## config.mk

```make
export PLATFORM = sky130hd
export DESIGN_NAME = pc_unit
export DESIGN_NICKNAME = d
export VERILOG_FILES = /design/src/rtl/pc_unit.sv
export SDC_FILE = /design/constraint.sdc
export NUM_CORES = 1
export LEC_CHECK = 0
export ABC_AREA = 1
export ABC_CLOCK_PERIOD_IN_PS = 3980
export CORE_ASPECT_RATIO = 1.4
export CORE_MARGIN = 8
export CORE_UTILIZATION = 50
export DETAILED_ROUTE_END_ITERATION = 8
export PLACE_DENSITY_LB_ADDON = 0.08
export SLEW_MARGIN = 25
export SYNTH_ARGS = -nofsm -noshare
export SYNTH_HDL_FRONTEND = slang
export SYNTH_SLANG_ARGS = --single-unit
```

## constraint.sdc

```tcl
create_clock -name clk -period 3.98 [get_ports clk]
set_input_delay 0.398 -clock clk [delete_from_list [all_inputs] [get_ports clk]]
set_output_delay 0.398 -clock clk [all_outputs]
set_load 0.1 [all_outputs]
```

## src/rtl/pc_unit.sv

```systemverilog
// rtl/pc_unit.sv - fetch-stage program counter with branch/jump/return select
// Holds the architectural PC and a circular return-address stack for call/return.
module pc_unit #(
   parameter int WIDTH     = 32,
   parameter int STEP      = 4,
   parameter int RESET_PC  = 0,
   parameter int RAS_DEPTH = 4
) (
   input  logic             clk,
   input  logic             reset,
   input  logic             stall,
   input  logic             branch_taken,
   input  logic [WIDTH-1:0] branch_offset,
   input  logic             jump,
   input  logic [WIDTH-1:0] jump_target,
   input  logic             call,
   input  logic             ret,
   output logic [WIDTH-1:0] pc,
   output logic [WIDTH-1:0] pc_plus_step,
   output logic             ras_empty,
   output logic             ras_full,
   output logic             ret_underflow,
   output logic             misaligned
);

   localparam int PTR_W = (RAS_DEPTH > 1) ? $clog2(RAS_DEPTH) : 1;
   localparam int CNT_W = PTR_W + 1;
   localparam logic [WIDTH-1:0] STEP_W  = WIDTH'(STEP);
   localparam logic [WIDTH-1:0] RESET_W = WIDTH'(RESET_PC);
   localparam logic [CNT_W-1:0] FULL_CNT = CNT_W'(RAS_DEPTH);

   logic [WIDTH-1:0] pc_q, pc_d;
   logic [PTR_W-1:0] ras_ptr_q, ras_ptr_d;
   logic [CNT_W-1:0] ras_cnt_q, ras_cnt_d;
   logic             ret_underflow_q, ret_underflow_d;
   logic             push;
   logic [WIDTH-1:0] ras_mem [RAS_DEPTH];

   assign pc_plus_step  = pc_q + STEP_W;
   assign pc            = pc_q;
   assign ras_empty     = (ras_cnt_q == '0);
   assign ras_full      = (ras_cnt_q == FULL_CNT);
   assign ret_underflow = ret_underflow_q;
   assign misaligned    = ((pc_q & (STEP_W - WIDTH'(1))) != '0);

   always_comb begin
      pc_d            = pc_q + STEP_W;
      ras_ptr_d       = ras_ptr_q;
      ras_cnt_d       = ras_cnt_q;
      ret_underflow_d = 1'b0;
      push            = 1'b0;
      if (stall) begin
         pc_d = pc_q;
      end else if (ret) begin
         if (ras_empty) begin
            ret_underflow_d = 1'b1;
         end else begin
            pc_d      = ras_mem[ras_ptr_q];
            ras_ptr_d = ras_ptr_q - PTR_W'(1);
            ras_cnt_d = ras_cnt_q - CNT_W'(1);
         end
      end else if (jump) begin
         pc_d = jump_target;
         if (call) begin
            // Pushing onto a full stack wraps the pointer over the oldest entry.
            push      = 1'b1;
            ras_ptr_d = ras_ptr_q + PTR_W'(1);
            if (!ras_full) ras_cnt_d = ras_cnt_q + CNT_W'(1);
         end
      end else if (branch_taken) begin
         pc_d = pc_q + branch_offset;
      end
   end

   always_ff @(posedge clk or posedge reset) begin
      if (reset) begin
         pc_q            <= RESET_W;
         ras_ptr_q       <= '0;
         ras_cnt_q       <= '0;
         ret_underflow_q <= 1'b0;
      end else begin
         pc_q            <= pc_d;
         ras_ptr_q       <= ras_ptr_d;
         ras_cnt_q       <= ras_cnt_d;
         ret_underflow_q <= ret_underflow_d;
      end
   end

   // Entry contents need no reset; count and pointer define validity.
   always_ff @(posedge clk) begin
      if (push && !reset) ras_mem[ras_ptr_d] <= pc_plus_step;
   end

endmodule

```

# ---- After elaboration in Yosys (flattened, before gate mapping)
# Memories as Yosys holds them, arrays and structs flattened.
# Cells that the tools add are included.
dict set report classes {
  n_addsub 6
  mul 0
  div 0
  magnitude_cmp 0
  n_eq_ne 3
  n_shift 0
  n_mux 23
  bitwise 1
  n_reduce_logical 7
}
# cell n
set op_table {}
lappend op_table {{$mux W32} 4}
lappend op_table {{$add A32 B3 Y32 const B} 1}
lappend op_table {{$add A32 B32 Y32} 1}
lappend op_table {{$reduce_bool A32 Y1} 1}
lappend op_table {{$mux W3} 5}
lappend op_table {{$mux W2} 5}
lappend op_table {{$mux W1} 9}
lappend op_table {{$reduce_and A5 Y1} 1}
lappend op_table {{$ne A2 B2 Y1 const B} 2}
lappend op_table {{$reduce_bool A2 Y1} 2}
lappend op_table {{$add A3 B1 Y3 const B} 1}
lappend op_table {{$eq A3 B3 Y1 const B} 1}
lappend op_table {{$logic_not A3 Y1} 1}
lappend op_table {{$sub A3 B1 Y3 const B} 1}
lappend op_table {{$add A2 B1 Y2 const B} 1}
lappend op_table {{$sub A2 B1 Y2 const B} 1}
lappend op_table {{$logic_and A1 B1 Y1} 1}
lappend op_table {{$logic_not A1 Y1} 1}
lappend op_table {{$not A1 Y1} 1}
dict set report word_totals {
  reg_bits 38
  latch_bits 0
  mem_bits_rw 128
  mem_bits_ro 0
  input_bits 71
  output_inout_bits 68
  word_cells 45
  memories 1
}
# memory words width read_ports rd_ports_with_merged_regs write_ports line_no
set mem_list {}
lappend mem_list {ras_mem 4 32 1 0 1 37} ;# logic [WIDTH-1:0] ras_mem [RAS_DEPTH];

# ---- Logic depth before layout (Yosys ltp)
# Gate-level depths: netlist of the first run.
dict set report logic_depth {
  ltp_word 7
  ltp_mapped 15
  mapped_depth_nobuf 15
}

# ---- Worst setup path after synthesis of the first run
# OpenSTA, ideal clock, no wires.
dict set report synth_timing {
  path_kind {reg-to-reg}
  startpoint {reg ras_cnt_q[1]}
  endpoint {mem ras_mem[2][0], enable pin}
  t_arrival_ps 4648
  t_required_ps 3519
  slack_ps -1129
  stages_incl_launch_ff 7
  path_buffers 1
  cell_sequence {dfrtp_1 -> nor3_2 -> nor2_1 -> clkbuf_1 -> a31oi_1 -> inv_1 -> nor3_1}
}
dict set report synth_via {
  elab_chain_cells 4
}
# element line_no
set synth_rtl {}
lappend synth_rtl {{start, declared} 34} ;# logic [CNT_W-1:0] ras_cnt_q, ras_cnt_d;
lappend synth_rtl {{start signal, assigned} 84} ;# ras_cnt_q <= ras_cnt_d;
lappend synth_rtl {{$logic_not A3 Y1} 41} ;# assign ras_empty = (ras_cnt_q == '0);
lappend synth_rtl {{named net ras_empty} 20} ;# output logic ras_empty,
lappend synth_rtl {{$mux W2} 55} ;# if (ras_empty) begin
lappend synth_rtl {{$mux W2} 54} ;# end else if (ret) begin
lappend synth_rtl {{$mux W2} 52} ;# if (stall) begin
lappend synth_rtl {{named net ras_ptr_d[1]} 33} ;# logic [PTR_W-1:0] ras_ptr_q, ras_ptr_d;
lappend synth_rtl {{end, declared} 37}
# The timed path passes the listed nets, and every way through them passes these cells.

# ---- Worst setup path in the final report of the first run
dict set report layout_timing {
  startpoint {reg pc_q[4] (netlist: pc[4])}
  endpoint {out pc_plus_step[15]}
}
dict set report layout_via {
  elab_chain_cells 1
}
# element line_no
set layout_rtl {}
lappend layout_rtl {{start, declared} 32} ;# logic [WIDTH-1:0] pc_q, pc_d;
lappend layout_rtl {{start signal, assigned} 82} ;# pc_q <= pc_d;
lappend layout_rtl {{$add A32 B3 Y32} 39} ;# assign pc_plus_step = pc_q + STEP_W;
lappend layout_rtl {{end, declared} 19} ;# output logic [WIDTH-1:0] pc_plus_step,
# No other way between the ends.

==> results.sh, run 1 <==
export IMPL_fillers=1912
export IMPL_cts_sinks=166
export IMPL_firstDrtPassIters=5
export IMPL_ys_seq_area_share_pct=45.6
export IMPL_synth_compound_area_share_pct=7.71
export IMPL_ctsResizeCount=0
export IMPL_syn_avg_cell_area_sq_um=7.71
export IMPL_fmax_mhz=320
export IMPL_muxShareOfSynthArea_pct=0
export IMPL_yosysWarnings=0
export IMPL_final_setup_tns_ns=0
export IMPL_ctsHoldBuffers=0
export IMPL_regArea_sq_um=4790
export IMPL_clock_tree_buffer_depth=2
export IMPL_multi_input_area_sq_um=4920
export IMPL_cp_start_kind="register"
export IMPL_synth_top_area_share_pct=36.5
export IMPL_rows=63
export IMPL_synth_most_common_cell="nand2_1"
export IMPL_numCtsBuffers=17
export IMPL_antennaDiodeCount=0
export IMPL_netlist_area_sq_um=10500
export IMPL_syn_inst=1364
export IMPL_cp_end_kind="output port"
export IMPL_placed_area_sq_um=12200
export IMPL_layout_setup_ws_ns=0.857
export IMPL_yosys_top_cells_area="edfxtp_1, nand2_1, dfrtp_1"
export IMPL_viasPerCell=5.38
export IMPL_hp_class="reg -> reg"
export IMPL_clkLatencyLatePin_ns=0.43
export IMPL_ir_drop_mv=0.651
export IMPL_worst_slew_pin_slew_ns=1.07
export IMPL_fin_crit_ns=3.12
export IMPL_p_leak_nw=5.85
export IMPL_p_per_area_nw_per_um2=794
export IMPL_track_usage_pct=25.8
export IMPL_grt_pass1_wl_um=52100
export IMPL_initial_core_util_pct=50.4
export IMPL_synthArstFlopShare_pct=22.9
export IMPL_antenna_found_initial=0
export IMPL_synth_cell_types=50
export IMPL_finClkSkew_ns=0.0126
export IMPL_synth_edf_count=128
export IMPL_drc_errors=0
export IMPL_critical_path_arrival_ns=2.72
export IMPL_synthFlopType="edfxtp_1"
export IMPL_drv_slew=0
export IMPL_period_share_pct=78.5
export IMPL_cts_root_buf="clkbuf_16"
export IMPL_die_area_sq_um=26000
export IMPL_whs_endpoint="ras_cnt_q[2]$_DFFE_PP0P_"
export IMPL_synth_largest_area_cell="edfxtp_1"
export IMPL_required_ns=3.58
export IMPL_synth_top_cells_by_count="nand2_1, inv_1, edfxtp_1"
export IMPL_slew_headroom_pct=28.6
export IMPL_worstHoldStart="ras_cnt_q[2]$_DFFE_PP0P_"
export IMPL_synth_adder_area_share_pct=4.19
export IMPL_clk_pin_slew_ns=0.08
export IMPL_synthToLayoutAreaGrowth_pct=21.7
export IMPL_crit_type="reg -> out"
export IMPL_final_layout_size_suffix_gt1_share_pct=9.13
export IMPL_ys_ff_latch=166
export IMPL_finalWirelength_um=33600
export IMPL_die_h_um=188
export IMPL_hold_violations=0
export IMPL_finalInstanceArea_sq_um=12800
export IMPL_timing_final_setup_violations=0
export IMPL_hpwl_um=26100
export IMPL_status="completed"
export IMPL_reg2reg_to="pc[28]$_DFFE_PP0N_"
export IMPL_io_buffers=138
export IMPL_drv_cap=0
export IMPL_r2r_slack_ns=1.50
export IMPL_antenna_left=0
export IMPL_pre_cts_ws_ns=1.18
export IMPL_cts_setup_buffers=0
export IMPL_grt_max_degree=45
export IMPL_reg2reg_from="pc[0]$_DFFE_PP0P_"
export IMPL_drt_iter0_markers=688
export IMPL_reg2regPathDepth=14
export IMPL_yosys_area_share_simple_pct=31.6
export IMPL_coreArea_sq_um=20900
export IMPL_holdPathStages=1
export IMPL_finalPower_mw=10.2
export IMPL_synth_top_family_by_area="simple AND/OR/NAND/NOR gates"
export IMPL_htreeDepth=4
export IMPL_cts_tree="yes"
export IMPL_die_x_um=139
export IMPL_gr_total_overflow=0
export IMPL_io_pins=139
export IMPL_syn_nets=1469
export IMPL_rsz0062_at_grt="no"
export IMPL_nets=1614
export IMPL_grt_pass1_vias=9591
export IMPL_synth_xor_area_share_pct=2.75
export IMPL_crit_fanout=7
export IMPL_vias=9595
export IMPL_place_gp_congestion=0.978
export IMPL_wire_per_inst_um=18.8
## stage by stage
step           util, %  hold WS, ns  cells
3_5_place_dp      58.5        0.504   1750
6_report          61.3        0.504   1782
2_1_floorplan        -        0.475   1364
5_1_grt           61.3        0.555   1782
4_1_cts           61.3        0.515   1782
3_3_place_gp      58.5        0.500   1750
## how the worst max path moves through the flow
stage                                   from                  endpoint  slack, ns  cells after the start
floorplan           ras_cnt_q[1]$_DFFE_PP0P_   ras_mem[2][0]$_DFFE_PP_      -0.16                      6
global placement                       stall  ras_mem[3][25]$_DFFE_PP_       1.24                      9
detailed placement                     stall  ras_mem[2][29]$_DFFE_PP_       1.18                      9
CTS                        pc[2]$_DFFE_PP0N_           pc_plus_step[8]       0.86                      6
global route               pc[2]$_DFFE_PP0N_          pc_plus_step[20]       0.74                      8
finish                     pc[4]$_DFFE_PP0N_          pc_plus_step[15]       0.86                      6
## routing by layer
layer | vias up | GRT usage [%] | wire length, um
met5 | - | 0 | 0
li1 | 4712 | - | -
met3 | 58 | 2.86 | 1570
met4 | 0 | 11.1 | 1100
met1 | 4538 | 29.8 | 13300
met2 | 287 | 46.9 | 17600
## critical path: stages, from the launching register on
cell and delay (ns):
dfrtp_1 0.53, nand3_2 0.26, inv_2 0.18, nand3_4 0.13, nor2_4 0.19, xor2_1 0.58, buf_4 0.41
## cell usage in the layout (no fill, tap or decap), types with 23 or more instances in the layout
cell             Yosys  routed
clkdlybuf4s50_1      0     110
nand4_1             28      28
inv_1              180     179
nand2_1            523     523
buf_4                3      50
a22oi_1             23      23
nor2_1             105     100
dfrtp_1             38      38
nand3_1             73      73
edfxtp_1           128     128
ha_1                32      32
a21oi_1             68      68
## logic make-up after synthesis
family / after synthesis
and+or+nand+nor: 780
buffers and inverters: 221
DFF: 166
AOI/OAI and AO/OA: 136
adders and majority gates: 34
xor gates and xnor gates: 27
## where the power goes
| part | total [mW] | internal [mW] | switching (mW) |
|---|---|---|---|
| registers | 2.59 | 2.21 | 0.381 |
| logic | 5.98 | 1.46 | 4.51 |
| clock network | 1.60 | 0.839 | 0.761 |
## registers in the layout, summed over array words and instances, names as in the netlist
name / flops
pc: 32
ras_ptr_q: 2
ras_mem: 128
ras_cnt_q: 3
ret_underflow: 1
## area by class of cell
type	instances	area share, %
tap	260	2.54
multi-input combinational	977	38.4
sequential	166	37.5
clock buffer	17	3.32
clock inverter	15	1.24
timing repair buffer	160	11.5
inverter	187	5.48
No activity file was read; power rests on OpenSTA's default activity.
==> run 2, diff against run 1 <==
ABC_CLOCK_PERIOD_IN_PS = 2600   (was 3980)
clock period = 2.6 ns   (was 3.98 ns; I/O delays follow)
==> run 2 against run 1 <==
  * Routed wire length increased by 5.1%
  * Design area increased by 8.2%
  * Core utilization increased by 5.0 points
  * First-iteration DRC count increased by 28%
  * Clock skew increased by 0.0019 ns
  * Critical endpoint is now pc_plus_step[8]
  * Largest power group unchanged
==> results.sh, run 2 (synthesis results as in run 1) <==
export IMPL_cts_tree="yes"
export IMPL_cts_sinks=166
export IMPL_rows=63
export IMPL_final_layout_size_suffix_gt1_share_pct=18.2
export IMPL_largest_register_ffs=128
export IMPL_crit_type="reg -> out"
export IMPL_drt_iter0_markers=878
export IMPL_track_usage_pct=26.6
export IMPL_worst_slew_pin_slew_ns=0.549
export IMPL_hp_class="in -> async"
export IMPL_placed_cells=1777
export IMPL_io_pins=139
export IMPL_drv_slew=0
export IMPL_regMostFlops="ras_mem"
export IMPL_cts_root_buf="clkbuf_16"
export IMPL_antenna_left=0
export IMPL_grt_pass1_wl_um=53800
export IMPL_synthToLayoutAreaGrowth_pct=31.7
export IMPL_fmax_mhz=393
export IMPL_nets=1659
export IMPL_finalPower_mw=16.8
export IMPL_die_x_um=139
export IMPL_drc_errors=0
export IMPL_clock_tree_buffer_depth=2
export IMPL_required_ns=2.34
export IMPL_fin_crit_ns=2.54
export IMPL_p_per_area_nw_per_um2=1210
export IMPL_hold_violations=0
export IMPL_drv_cap=0
export IMPL_status="completed"
export IMPL_cp_start_kind="register"
export IMPL_hpwl_um=26900
export IMPL_antennaDiodeCount=0
export IMPL_reg2regPathDepth=13
export IMPL_gr_total_overflow=0
export IMPL_clkLatencyLatePin_ns=0.44
export IMPL_instances_no_fill=1827
export IMPL_firstDrtPassIters=5
export IMPL_clk_pin_slew_ns=0.07
export IMPL_vias=9961
export IMPL_place_gp_congestion=0.958
export IMPL_ir_drop_mv=0.852
export IMPL_die_area_sq_um=26000
export IMPL_final_common_cell="nand2_1"
export IMPL_coreArea_sq_um=20900
export IMPL_crit_fanout=7
export IMPL_rsz0062_at_grt="yes"
export IMPL_finalWirelength_um=35300
export IMPL_final_cell_mix="nand2_1, inv_1, edfxtp_1"
export IMPL_period_share_pct=97.8
export IMPL_viasPerCell=5.45
export IMPL_cp_end_kind="output port"
export IMPL_die_h_um=188
export IMPL_io_buffers=138
export IMPL_final_setup_tns_ns=0
export IMPL_critical_path_arrival_ns=2.28
export IMPL_numCtsBuffers=17
export IMPL_antenna_found_initial=0
export IMPL_grt_max_degree=43
export IMPL_initial_core_util_pct=50.4
export IMPL_slew_headroom_pct=63.4
export IMPL_timing_final_setup_violations=0
export IMPL_htreeDepth=4
export IMPL_wire_per_inst_um=19.3
export IMPL_grt_pass1_vias=9786
export IMPL_p_leak_nw=6.24
export IMPL_finClkSkew_ns=0.0145
## run 2: changes by cell type in the layout (fill, tap and decap cells not counted), sizes merged
cell / previous run / this run
clkinvlp: 0 / 5
clkinv: 8 / 6
inv: 194 / 191
clkdlybuf4s50: 110 / 70
buf: 50 / 135
## run 2: report_power, final
part           switching [mW]  internal (mW)  leakage (nW)
Clock                    1.20           1.29         0.281
Sequential              0.503           3.42          1.56
Combinational            7.35           3.03          4.39
## run 2: what timing repair did
item,4_1_cts,5_1_grt
endpoints found under the hold margin,0,0
resized for setup,1,10
hold buffers,0,0
pin swaps,3,7
buffers inserted,7,11
endpoints found under the setup margin,9,16
## run 2: worst paths after layout
| kind | start | end | slack [ns] |
|---|---|---|---|
| min in group clk | jump_target[0] | pc[0]$_DFFE_PP0P_ | 0.53 |
| worst min-delay path | reset | ras_ptr_q[1]$_DFF_PP0_ | 0.38 |
| max in group asynchronous | reset | pc[3]$_DFFE_PP0N_ | 1.79 |
| worst max-delay path | pc[2]$_DFFE_PP0N_ | pc_plus_step[8] | 0.06 |
| worst max register to register | pc[13]$_DFFE_PP0N_ | pc[31]$_DFFE_PP0N_ | 0.23 |
| worst min register to register | ras_cnt_q[2]$_DFFE_PP0P_ | ras_cnt_q[2]$_DFFE_PP0P_ | 0.54 |
## run 2: area by class of cell
class	count	area, sq um
clock buffers	17	425
clock inverters	15	161
fillers	1805	7040
inverters	187	713
multi-input cells	977	5200
flip-flops and latches	166	4840
well taps	260	325
repair buffers	205	2190
## run 2: worst max-delay path, stage by stage, from the launching register on
cell and delay [ns]:
dfrtp_4 0.43, ha_4 0.15, nand2_2 0.06, nor2_4 0.15, nand3_4 0.19, buf_4 0.21, buf_4 0.14, xor2_4 0.29
buf_12 0.22
## run 2: stage by stage
step                      hold slack (ns)  worst slack, ns  area [sq um]  utilization, %
final                               0.381           0.0561         13800            66.3
after global routing                0.454          -0.0477         13800            66.3
after CTS                           0.417          0.00732         13700            65.7
after detailed placement            0.530           0.0843         13100            62.6
after global placement              0.521            0.104         13100            62.6
after floorplan                     0.459           -0.500         10900               -
## run 2: routing by layer
| layer | global-route usage [%] | share of wire [%] |
|---|---|---|
| met5 | 0 | 0 |
| met4 | 12.9 | 4.2 |
| met3 | 3.85 | 5.4 |
| met2 | 46.3 | 50 |
| met1 | 31.5 | 40 |
==> run 3, diff against run 2 <==
HOLD_SLACK_MARGIN = 0.03   (was default)
SLEW_MARGIN = default   (was 25)
==> results of run 3 <==
The final DEF is identical to that of run 2; final timing and power are the same.
